<file path="src/rtl/func_gen_pkg.sv">
// func_gen_pkg: shared constants for the func_gen_pipe logic unit.
//   SEL_W        width of the function select
//   FN_AND..FN_PASSA  function codes carried on sel
package func_gen_pkg;

    localparam int unsigned SEL_W = 3;

    localparam logic [SEL_W-1:0] FN_AND   = 3'd0;
    localparam logic [SEL_W-1:0] FN_OR    = 3'd1;
    localparam logic [SEL_W-1:0] FN_XOR   = 3'd2;
    localparam logic [SEL_W-1:0] FN_NAND  = 3'd3;
    localparam logic [SEL_W-1:0] FN_NOR   = 3'd4;
    localparam logic [SEL_W-1:0] FN_XNOR  = 3'd5;
    localparam logic [SEL_W-1:0] FN_NOTA  = 3'd6;
    localparam logic [SEL_W-1:0] FN_PASSA = 3'd7;

endpackage

</file>
<file path="src/rtl/func_gen_pipe_if.sv">
// func_gen_pipe_if: command/result handshake bundle of func_gen_pipe.
//   in_valid/in_ready, A, B, sel, chain : command side
//   out_valid/out_ready, F              : result side
//   modport master : command source / result sink (testbench, upstream)
//   modport slave  : the logic unit itself
interface func_gen_pipe_if
    import func_gen_pkg::*;
#(
    parameter int WIDTH = 8
);
    logic             in_valid;
    logic             in_ready;
    logic [WIDTH-1:0] A;
    logic [WIDTH-1:0] B;
    logic [SEL_W-1:0] sel;
    logic             chain;
    logic             out_valid;
    logic             out_ready;
    logic [WIDTH-1:0] F;

    modport master (
        output in_valid, A, B, sel, chain, out_ready,
        input  in_ready, out_valid, F
    );

    modport slave (
        input  in_valid, A, B, sel, chain, out_ready,
        output in_ready, out_valid, F
    );
endinterface

</file>
<file path="src/rtl/func_gen_core.sv">
// func_gen_core: combinational WIDTH-bit bitwise evaluator.
//   a, b : operands (b unused for FN_NOTA / FN_PASSA)
//   sel  : function code from func_gen_pkg
//   f    : result
module func_gen_core
    import func_gen_pkg::*;
#(
    parameter int WIDTH = 8
) (
    input  logic [WIDTH-1:0] a,
    input  logic [WIDTH-1:0] b,
    input  logic [SEL_W-1:0] sel,
    output logic [WIDTH-1:0] f
);
    always_comb begin
        f = a;
        case (sel)
            FN_AND:  f = a & b;
            FN_OR:   f = a | b;
            FN_XOR:  f = a ^ b;
            FN_NAND: f = ~(a & b);
            FN_NOR:  f = ~(a | b);
            FN_XNOR: f = ~(a ^ b);
            FN_NOTA: f = ~a;
            default: f = a;
        endcase
    end
endmodule

</file>
<file path="src/rtl/func_gen_pipe.sv">
// func_gen_pipe: registered WIDTH-bit logic unit with valid/ready on both
// sides and a 2-entry (output + skid) buffer. Chain mode replaces operand A
// with the last accepted result.
//   clk, rst_n : clock (rising edge), asynchronous active-low reset
//   bus        : func_gen_pipe_if.slave handshake bundle
//   op_count   : accepted-operation counter, only when FUNC_GEN_STATS_EN is
//                defined (COUNT_W parameter exists only in that build)
module func_gen_pipe
    import func_gen_pkg::*;
#(
    parameter int WIDTH = 8
`ifdef FUNC_GEN_STATS_EN
    ,
    parameter int COUNT_W = 16
`endif
) (
    input  logic                 clk,
    input  logic                 rst_n,
    func_gen_pipe_if.slave       bus
`ifdef FUNC_GEN_STATS_EN
    ,
    output logic [COUNT_W-1:0]   op_count
`endif
);
    logic [WIDTH-1:0] or_q, or_d;
    logic             or_v, or_v_d;
    logic [WIDTH-1:0] sr_q, sr_d;
    logic             sr_v, sr_v_d;
    logic [WIDTH-1:0] acc;
    logic [WIDTH-1:0] op_a;
    logic [WIDTH-1:0] result;
    logic             accept;
    logic             pop;

    // in_ready comes straight from the skid-valid flop, so it is registered.
    assign bus.in_ready  = !sr_v;
    assign bus.out_valid = or_v;
    assign bus.F         = or_q;

    assign accept = bus.in_valid && !sr_v;
    assign pop    = or_v && bus.out_ready;
    assign op_a   = bus.chain ? acc : bus.A;

    func_gen_core #(.WIDTH(WIDTH)) u_core (
        .a   (op_a),
        .b   (bus.B),
        .sel (bus.sel),
        .f   (result)
    );

    // accept is impossible while the skid entry is full, so a pop with SR
    // full only needs to shift SR into OR.
    always_comb begin
        or_d   = or_q;
        or_v_d = or_v;
        sr_d   = sr_q;
        sr_v_d = sr_v;
        if (pop) begin
            if (sr_v) begin
                or_d   = sr_q;
                sr_v_d = 1'b0;
            end else if (accept) begin
                or_d = result;
            end else begin
                or_v_d = 1'b0;
            end
        end else if (accept) begin
            if (!or_v) begin
                or_d   = result;
                or_v_d = 1'b1;
            end else begin
                sr_d   = result;
                sr_v_d = 1'b1;
            end
        end
    end

    always_ff @(posedge clk or negedge rst_n) begin
        if (!rst_n) begin
            or_q <= '0;
            or_v <= 1'b0;
            sr_q <= '0;
            sr_v <= 1'b0;
            acc  <= '0;
        end else begin
            or_q <= or_d;
            or_v <= or_v_d;
            sr_q <= sr_d;
            sr_v <= sr_v_d;
            if (accept) begin
                acc <= result;
            end
        end
    end

`ifdef FUNC_GEN_STATS_EN
    always_ff @(posedge clk or negedge rst_n) begin
        if (!rst_n) begin
            op_count <= '0;
        end else if (accept) begin
            op_count <= op_count + 1'b1;
        end
    end
`endif

endmodule

</file>
<file path="src/flat_wrapper.sv">
// flat-port wrapper written by rule: the top's interface ports become plain ports
module func_gen_pipe_flat import func_gen_pkg::*;
#(
    parameter int WIDTH = 8

)
  (clk, rst_n, bus_in_valid, bus_A, bus_B, bus_sel, bus_chain, bus_out_ready, bus_in_ready, bus_out_valid, bus_F);
  func_gen_pipe_if #(.WIDTH(WIDTH)) bus_i ();
  input  logic clk;
  input  logic rst_n;
  input wire logic [$bits(bus_i.in_valid)-1:0] bus_in_valid;
  input wire logic [$bits(bus_i.A)-1:0] bus_A;
  input wire logic [$bits(bus_i.B)-1:0] bus_B;
  input wire logic [$bits(bus_i.sel)-1:0] bus_sel;
  input wire logic [$bits(bus_i.chain)-1:0] bus_chain;
  input wire logic [$bits(bus_i.out_ready)-1:0] bus_out_ready;
  output wire logic [$bits(bus_i.in_ready)-1:0] bus_in_ready;
  output wire logic [$bits(bus_i.out_valid)-1:0] bus_out_valid;
  output wire logic [$bits(bus_i.F)-1:0] bus_F;
  assign bus_i.in_valid = bus_in_valid;
  assign bus_i.A = bus_A;
  assign bus_i.B = bus_B;
  assign bus_i.sel = bus_sel;
  assign bus_i.chain = bus_chain;
  assign bus_i.out_ready = bus_out_ready;
  assign bus_in_ready = bus_i.in_ready;
  assign bus_out_valid = bus_i.out_valid;
  assign bus_F = bus_i.F;
  func_gen_pipe #(.WIDTH(WIDTH)) u_core (.clk(clk), .rst_n(rst_n), .bus(bus_i));
endmodule
</file>
<file path="config.mk">
export PLATFORM = sky130hd
export DESIGN_NAME = func_gen_pipe_flat
export DESIGN_NICKNAME = d
export VERILOG_FILES = /design/src/rtl/func_gen_pkg.sv /design/src/rtl/func_gen_pipe_if.sv /design/src/rtl/func_gen_core.sv /design/src/rtl/func_gen_pipe.sv /design/src/flat_wrapper.sv
export SDC_FILE = /design/constraint.sdc
export NUM_CORES = 1
export LEC_CHECK = 0
export BUFFER_PORTS_ARGS = -buffer_cell sky130_fd_sc_hd__buf_4
export CAP_MARGIN = 15
export CORE_MARGIN = 4
export CORE_UTILIZATION = 45
export CTS_BUF_LIST = sky130_fd_sc_hd__clkbuf_8
export DETAILED_ROUTE_END_ITERATION = 10
export GPL_ROUTABILITY_DRIVEN = 0
export MAX_ROUTING_LAYER = met4
export PLACE_DENSITY = 0.78
export SYNTH_ARGS = -nofsm -noshare
export SYNTH_HDL_FRONTEND = slang
export SYNTH_SLANG_ARGS = --single-unit
export TNS_END_PERCENT = 50
</file>
<file path="constraint.sdc">
create_clock -name clk -period 1.9 [get_ports clk]
set_clock_uncertainty 0.15 [all_clocks]
set_input_delay 0.19 -clock clk [delete_from_list [all_inputs] [get_ports clk]]
set_output_delay 0.19 -clock clk [all_outputs]
set_load 0.05 [all_outputs]
</file>
# --- After elaboration in Yosys (flattened, before gate mapping) ---
# Cells that the tools add are included.
word_totals:
  regBits: 26
  inputBits: 24
  output_inout_bits: 10
  word_cells: 47
op_classes:
  eq_ne: 9
  muxes: 14
  bitwise_logic: 8
  n_reduce_logical: 11
ops:
  columns: ["op", "count"]
  rows:
  - ["8-bit case mux with 7 select lines", 1]
  - ["8-bit 2-to-1 mux", 6]
  - ["8-bit inverter", 4]
  - ["3-bit equality test (second input constant)", 3]
  - ["3-bit AND reduction", 3]
  - ["8-bit AND", 1]
  - ["8-bit OR", 1]
  - ["8-bit bitwise XOR", 1]
  - ["1-bit 2-to-1 mux", 7]
  - ["3-bit by 2-bit equality test with 1-bit output (second input constant)", 2]
  - ["2-bit inequality test (second input constant)", 3]
  - ["2-bit nonzero test", 3]
  - ["3-bit by 1-bit equality test with 1-bit output (second input constant)", 1]
  - ["3-bit zero test", 1]
  - ["1-bit logical AND", 2]
  - ["2-bit AND reduction", 1]
  - ["1-bit zero test", 1]
  - ["1-bit inverter", 1]

# --- Depth between registers and ports, before layout ---
# Gate-level depths: netlist of run 1.
depth:
  ltp_word: 7
  depth_mapped: 9
  depth_no_buf: 8

# --- Hierarchy ---
# Synthesis of run 1 repeated with hierarchy kept, for this count alone.
hier_totals:
  cells_unflattened: 244
  area_unflattened_um2: 2274.7
modules_own_cells:
  columns: ["mod", "n_inst", "cells_each", "area_per_inst_um2"]
  rows:
  - ["func_gen_pipe", 1, 109, 1352.5]
  - ["func_gen_core", 1, 135, 922.1]

# --- Least setup slack after synthesis of run 1 ---
# OpenSTA, ideal clock, no wires.
synth_timing:
  path_kind: "input-to-reg"
  startpoint: "input bus_chain"
  endpoint: "register u_core.sr_q[3]"
  setup_ns: 0.131
  t_arrival_ns: 1.590
  t_required_ns: 1.619
  setup_slack_ns: 0.029
  stages: 9
  cell_sequence: "buf_6 > mux2i_1 > inv_1 > ha_1 > nor2b_1 > a2111oi_0 > a221oi_1 > o21ai_1 > o21ai_0"
synth_between:
  elab_chain_cells: 4
  word_cells_on_any_way: 9
  cone_classes: "mux: 2; bitwise: 7"
synth_rtl:
  columns: ["element", "line_no", "source"]
  rows:
  - ["from (decl)", "flat_wrapper.sv:15", "input wire logic [$bits(bus_i.chain)-1:0] bus_chain;"]
  - ["8-bit 2-to-1 mux (*)", "func_gen_pipe.sv:42", "assign op_a = bus.chain ? acc : bus.A;"]
  - ["8-bit bitwise XOR, or another cell as far along", "func_gen_core.sv:20, func_gen_core.sv:23", null]
  - ["8-bit inverter, on equally long branches", "func_gen_core.sv:23, func_gen_core.sv:21, func_gen_core.sv:22", null]
  - ["8-bit case mux with 7 select lines (*)", "func_gen_core.sv:17", "case (sel)"]
  - ["to (signal assigned)", "func_gen_pipe.sv:88", "sr_q <= sr_d;"]
  - ["to (decl)", "func_gen_pipe.sv:27", "logic [WIDTH-1:0] sr_q, sr_d;"]
# Mark *: on every way between the ends. The rest lies on a longest branch, timed or not.
# A chain may end at the register's enable or synchronous reset.

# --- Final worst setup path of run 1 ---
layout_timing:
  startpoint: "register u_core.acc[2]"
  endpoint: "register u_core.or_q[2] (netlist: u_core.bus.F[2])"
layout_between:
  elab_chain_cells: 7
  word_cells_on_any_way: 14
  cone_classes: "mux: 7; bitwise: 7"
layout_rtl:
  columns: ["element", "line_no", "source"]
  rows:
  - ["from (decl)", "func_gen_pipe.sv:29", "logic [WIDTH-1:0] acc;"]
  - ["from (signal assigned)", "func_gen_pipe.sv:91", "acc <= result;"]
  - ["8-bit 2-to-1 mux (*)", "func_gen_pipe.sv:42", null]
  - ["8-bit bitwise XOR, or another cell as far along", "func_gen_core.sv:20, func_gen_core.sv:23", null]
  - ["8-bit inverter, on equally long branches", "func_gen_core.sv:23, func_gen_core.sv:21, func_gen_core.sv:22", null]
  - ["8-bit case mux with 7 select lines (*)", "func_gen_core.sv:17", null]
  - ["8-bit 2-to-1 mux, on equally long branches", "func_gen_pipe.sv:68, func_gen_pipe.sv:62", null]
  - ["8-bit 2-to-1 mux, on equally long branches", "func_gen_pipe.sv:67, func_gen_pipe.sv:59", null]
  - ["8-bit 2-to-1 mux (*)", "func_gen_pipe.sv:58", "if (pop) begin"]
  - ["to (signal assigned)", "func_gen_pipe.sv:86", "or_q <= or_d;"]
  - ["to (decl)", "func_gen_pipe.sv:25", "logic [WIDTH-1:0] or_q, or_d;"]
# Mark *: on every way between the ends. The rest lies on a longest branch, timed or not. The select of a mux whose other input is x is not followed.

==> results.py, run 1 <==
metrics = {
    "power_and_ir_drop": {
        "ir_drop_v": 0.000768,
        "p_switching_w": 0.00143,
        "p_int_w": 0.00184,
        "power_w": 0.00328,
        "power_frac_seq_pct": 30.8,
        "p_leak_nw": 1.27,
        "p_per_area_nw_per_um2": 1270,
        "clockPowerShare_pct": 13.9,
        "combPwrFrac_pct": 55.3,
        "swShare_pct": 43.7,
    },
    "clock_network": {
        "clock-sinks": 26,
        "path_clk_slew_ps": 90,
        "cts.path.max_buffers": 2,
        "cts_max_level": 1,
        "insertion_delay_ps": 270,
        "cts_buffers": 3,
        "root_buffer": "clkbuf_8",
        "cts_tree": "done",
    },
    "sta": {
        "relSlewSlack_pct": 75.0,
        "worst_slack_ps": -23.6,
        "setup_viol_count_final": 1,
        "period_needed_ps": 1920,
        "fmax_ghz": 0.520,
        "grt_setup_unrepaired": "true",
        "finalCritPeriodShare_pct": 101,
        "hold_slack_ps": 64.9,
        "slew_viol_final": 0,
        "tightest_slew_ps": 375,
        "tns_ps": -23.6,
        "hold_viol_final": 0,
    },
    "final_layout": {
        "antennaDiodeCount": 0,
        "fin_cells": 330,
        "multiInputGateArea_um2": 1300,
        "fin_nets": 319,
        "drive_above_1_share_pct": 27.3,
        "area_delta_synth_final_pct": 28.3,
        "seq_area_um2": 651,
        "fillCellCount": 376,
    },
    "setup_path": {
        "cp-start-kind": "flip-flop",
        "path_delay_family": "compound AO/OA/AOI/OAI gates",
        "crit_fanout": 3,
        "crit_slowest_cell": "dfrtp_1",
        "cp.buffers_inverters": 1,
        "path_cells": "mux2i_2 -> inv_1 -> ha_2 -> nor3_2 -> a22o_1 -> o32a_1 -> a21oi_2 -> a21o_1",
        "max_stage_delay_ps": 400,
        "crit_required_ps": 1920,
        "path_class": "flip-flop to flip-flop",
        "worstPathArrival_ps": 1950,
        "cp-end-kind": "flip-flop",
    },
    "floorplanning": {
        "chipHeight_um": 74.8,
        "row_count": 24,
        "die_area_um2": 5590,
        "start_util_pct": 46.4,
        "ioPinCount": 34,
        "core-area_um2": 4320,
        "die-width_um": 74.8,
    },
    "outcome": {
        "violations": "negative setup slack",
        "status": "finished with violations",
    },
    "global_route": {
        "gr-total-overflow": 0,
        "grt.busiest_layer": "met2",
        "met3_usage_pct": 2.67,
        "antenna_found_initial": 0,
        "grt_max_degree": 29,
        "grt_pass1_wl_mm": 7.37,
        "met2_usage_pct": 29.2,
        "grt.total_usage_pct": 17.2,
        "met1_usage_pct": 22.0,
        "grt_pass1_vias": 1638,
    },
    "placement": {
        "pre_cts_ws_ps": -137,
        "numPortBuffers": 33,
        "dp_hpwl_mm": 3.34,
        "dpl.cell_count": 319,
    },
    "synthesis": {
        "synth_fp_nets": 274,
        "synth_top_area_share_pct": 32.4,
        "syn_avg_cell_area_um2": 8.57,
        "synth_top_cell_by_area": "dfrtp_1",
        "ys_top_cells_by_count": "nand2_1 (32), dfrtp_1 (26), inv_1 (19), o21ai_1 (18)",
        "synth.distinct_cells": 46,
        "synth.most_common_cell": "nand2_1",
        "ys_warn_count": 0,
        "syn_inst": 234,
        "synthesis.area_um2": 2010,
        "synthArstFlopShare_pct": 100,
        "synth-edff-count": 0,
        "ys.flop_type": "dfrtp_1",
        "ys_seq_area_share_pct": 32.4,
        "synth-seq-cells": 26,
        "synthTopCellsByArea": "dfrtp_1 (32%), ha_1 (10%), mux2i_1 (8.0%), nand2_1 (6.0%), o21ai_1 (4.5%)",
    },
    "route": {
        "drt_first_pass_iters": 4,
        "viasPerCell": 5.59,
        "vias": 1845,
        "drt-total-wl_mm": 4.69,
        "drt_iter0_drc": 144,
        "remaining_drc_errors": 0,
        "drtAntennaViolNets": 0,
        "wl_per_cell_um": 14.2,
    },
    "job": {
        "cap_viol_max_count": 0,
    },
    "hold_path": {
        "hold_path.class": "primary input to flip-flop",
    },
}
==> registers in the layout (all words and copies together), names as in the netlist <==
name,count
u_core.sr_q,8
u_core.bus.F,8
u_core.acc,8
u_core.sr_v,1
u_core.bus.out_valid,1
==> cell type report <==
cell class,count,share of cell area (%)
multi-input combinational,174,50.4
inverter,19,2.77
clock inverter,1,1.17
tap,52,2.53
sequential,26,25.3
clock buffer,3,1.61
timing repair buffer,55,16.2
==> cell families after synthesis <==
kind of cell,Yosys count,share of synthesized area (%)
fa+ha+maj,16,9.98
mux,18,9.23
flops,26,32.4
compound gates,66,21.0
simple gates,72,18.2
buf+inv,34,8.30
xor+xnor,2,0.874
==> worst register-to-register path, stage by stage, from the launching register on <==
cell	delay (ps)
dfrtp_1	400
mux2i_2	210
inv_1	70
ha_2	200
nor3_2	180
a22o_1	150
o32a_1	240
a21oi_2	70
a21o_1	150
==> final timing paths <==
path / startpoint / to / slack (ps) / depth (start not counted)
hold reg to reg: u_core.bus.F[2]$_DFFE_PN0P_ / u_core.bus.F[2]$_DFFE_PN0P_ / 340 / 1
setup / recovery: u_core.acc[2]$_DFFE_PN0P_ / u_core.bus.F[2]$_DFFE_PN0P_ / -20 / 8
min in group asynchronous: rst_n / u_core.bus.out_valid$_DFFE_PN0P_ / 190 / 2
hold / removal: bus_in_valid / u_core.bus.out_valid$_DFFE_PN0P_ / 60 / 3
setup reg to reg: u_core.acc[2]$_DFFE_PN0P_ / u_core.bus.F[2]$_DFFE_PN0P_ / -20 / 8
max in group asynchronous: rst_n / u_core.bus.F[6]$_DFFE_PN0P_ / 1160 / 2
==> layer usage <==
layer  up-vias  wire length (µm)
li1        917                 -
met5         -                 0
met4         0                25
met1       879              2050
met2        47              2370
met3         2               247
==> per-stage QoR <==
stage                     cell area (µm²)  utilization, %
after floorplan                      2010               -
after global placement               2340            54.0
after detailed placement             2340            54.0
after CTS                            2490            57.5
after global routing                 2570            59.5
final                                2570            59.5
==> power groups by stage <==
stage               combinational [W]  sequential (W)  clock [W]
floorplan                    0.000840         0.00130          0
global placement              0.00162         0.00100          0
detailed placement            0.00166         0.00101          0
CTS                           0.00173         0.00100   0.000462
global route                  0.00198         0.00104   0.000476
finish                        0.00181         0.00101   0.000456
==> placed cells by master, fill, tap and decap left out, drive strengths merged, types with 2 or more instances in the layout <==
master	instances
nor2	5
nand4	2
a2bb2oi	2
nand3b	4
ha	16
a22oi	9
buf	53
and3b	3
dfrtp	26
nor2b	9
a21o	3
nand2b	4
dlygate4sd3	2
clkbuf	3
and3	2
mux2i	17
nand2	32
o211ai	2
a21oi	8
inv	19
nand3	7
o21ai	29
==> timing repair <==
action	4_1_cts	5_1_grt
pin swaps	7	9
hold buffers	2	0
endpoints found under the setup margin	12	19
buffers inserted	3	2
endpoints found under the hold margin	27	0
resized for setup	12	16
No activity file was read; power rests on OpenSTA's default activity.
==> run 2: changes to the inputs <==
Settings changed: CORE_ASPECT_RATIO set to 2.
==> results.py, run 2 (same netlist as run 1, synthesis figures left out) <==
metrics = {
    "setup_path": {
        "cp.depth": 8,
        "r2r_cells": 8,
        "crit_end": "u_core.bus.F[2]$_DFFE_PN0P_",
        "reg2reg_slack_ps": 5,
        "cp-startpoint": "u_core.acc[2]$_DFFE_PN0P_",
        "r2r-end": "u_core.bus.F[2]$_DFFE_PN0P_",
        "path_delay_family": "compound AO/OA/AOI/OAI gates",
        "worstPathArrival_ps": 1920,
        "crit_required_ps": 1930,
        "cp-start-kind": "flip-flop",
        "crit_fanout": 3,
        "cp.buffers_inverters": 1,
        "path_cells": "mux2i_2 -> inv_1 -> ha_2 -> nor3_2 -> a22o_1 -> o32a_1 -> a21oi_2 -> a21o_1",
        "path_class": "flip-flop to flip-flop",
        "cp-end-kind": "flip-flop",
        "r2r_start": "u_core.acc[2]$_DFFE_PN0P_",
        "max_stage_delay_ps": 400,
        "crit_slowest_cell": "dfrtp_1",
    },
    "clock_network": {
        "clock-sinks": 26,
        "path_clk_slew_ps": 90,
        "cts_max_level": 1,
        "cts_buffers": 3,
        "root_buffer": "clkbuf_8",
        "insertion_delay_ps": 280,
        "cts.path.max_buffers": 2,
        "cts_tree": "done",
    },
    "power_and_ir_drop": {
        "ir_drop_v": 0.000918,
        "p_leak_nw": 1.28,
        "power_w": 0.00339,
        "p_per_area_nw_per_um2": 1290,
    },
    "final_layout": {
        "final_common_cell": "buf_4",
        "area_delta_synth_final_pct": 30.5,
        "antennaDiodeCount": 0,
        "final_cell_mix": "buf_4 (58), nand2_1 (31), dfrtp_1 (26)",
        "postLayoutCoreUtil_pct": 60.3,
        "fin_nets": 324,
        "fillCellCount": 411,
        "multiInputGateArea_um2": 1300,
        "final_cell_area_um2": 2620,
        "drive_above_1_share_pct": 30.0,
        "seq_area_um2": 651,
    },
    "floorplanning": {
        "ioPinCount": 34,
        "row_count": 34,
        "die_area_um2": 5650,
        "core-area_um2": 4340,
        "die-width_um": 55.2,
        "start_util_pct": 46.2,
        "chipHeight_um": 102,
    },
    "route": {
        "vias": 1889,
        "drt_first_pass_iters": 5,
        "drt-total-wl_mm": 5.04,
        "wl_per_cell_um": 14.9,
        "drtAntennaViolNets": 0,
        "viasPerCell": 5.61,
        "remaining_drc_errors": 0,
        "wl_met1_mm": 1.90,
        "route.met3.wl_um": 151,
        "highest_layer": "met4",
        "wl_met2_mm": 2.81,
        "drt_iter0_drc": 54,
    },
    "global_route": {
        "antenna_found_initial": 0,
        "grt.total_usage_pct": 18.5,
        "gr-total-overflow": 0,
        "grt_max_degree": 27,
        "grt_pass1_vias": 1810,
        "grt_pass1_wl_mm": 8.14,
    },
    "outcome": {
        "status": "completed",
    },
    "sta": {
        "period_needed_ps": 1890,
        "tightest_slew_ps": 335,
        "slew_viol_final": 0,
        "relSlewSlack_pct": 77.6,
        "setup_viol_count_final": 0,
        "finalCritPeriodShare_pct": 99.7,
        "grt_setup_unrepaired": "true",
        "hold_viol_final": 0,
        "worst_slack_ps": 5.04,
        "tns_ps": 0,
        "fmax_ghz": 0.528,
    },
    "placement": {
        "pre_cts_ws_ps": -123,
        "numPortBuffers": 33,
        "dp_hpwl_mm": 3.79,
        "place_area_um2": 2330,
    },
    "hold_path": {
        "hold_path.class": "primary input to flip-flop",
    },
    "job": {
        "cap_viol_max_count": 0,
    },
}
## run 2: changes by cell type in the layout (fill, tap and decap cells not counted), moves of 2 or more
cell | previous run | this run
ha_1 | 13 | 11
o21ai_1 | 19 | 21
mux2i_2 | 4 | 7
buf_4 | 53 | 58
mux2i_1 | 12 | 9
## run 2: how the worst min path moves through the flow
stage                                       end         start  depth (start not counted)  slack [ps]
CTS                     u_core.sr_v$_DFFE_PN0P_  bus_in_valid                          3          60
detailed placement    u_core.acc[0]$_DFFE_PN0P_         rst_n                          1         -40
global placement    u_core.bus.F[7]$_DFFE_PN0P_         rst_n                          1         -40
global route            u_core.sr_v$_DFFE_PN0P_  bus_in_valid                          3          70
floorplan             u_core.acc[0]$_DFFE_PN0P_         rst_n                          0        -260
finish                  u_core.sr_v$_DFFE_PN0P_  bus_in_valid                          3          50
## run 2: power breakdown
part | internal (W) | switching, W | leakage [nW]
combinational | 0.000805 | 0.00110 | 0.925
clock | 0.000282 | 0.000184 | 0.0357
sequential | 0.000825 | 0.000193 | 0.319
## run 2: cell type report
cell class	count	share of cell area, %
clock inverter	1	1.15
sequential	26	24.9
multi-input combinational	174	49.7
tap	54	2.58
inverter	19	2.72
timing repair buffer	60	17.4
clock buffer	3	1.58
## run 2: what timing repair did
item	CTS	global route
pin swaps	5	17
endpoints found under the setup margin	9	24
hold buffers	2	0
hold endpoints to repair	27	0
resized for setup	7	24
setup buffers	3	8
## run 2: worst reg2reg max path, stage by stage, from the launching register on
cell and delay, ps:
dfrtp_1 400, mux2i_2 210, inv_1 70, ha_2 190
nor3_2 170, a22o_1 160, o32a_1 230, a21oi_2 70
a21o_1 150
## run 2: through the flow
stage	std cells	hold WS, ps
6_report	337	52.3
3_3_place_gp	320	-37.2
2_1_floorplan	234	-256
5_1_grt	337	67.0
4_1_cts	329	58.1
3_5_place_dp	320	-35.8
## run 2: layer usage
layer / global-route usage [%] / up-vias
met3: 1.64 / 15
li1: - / 925
met5: - / -
met4: 12.2 / 0
met2: 33.4 / 50
met1: 18.8 / 899
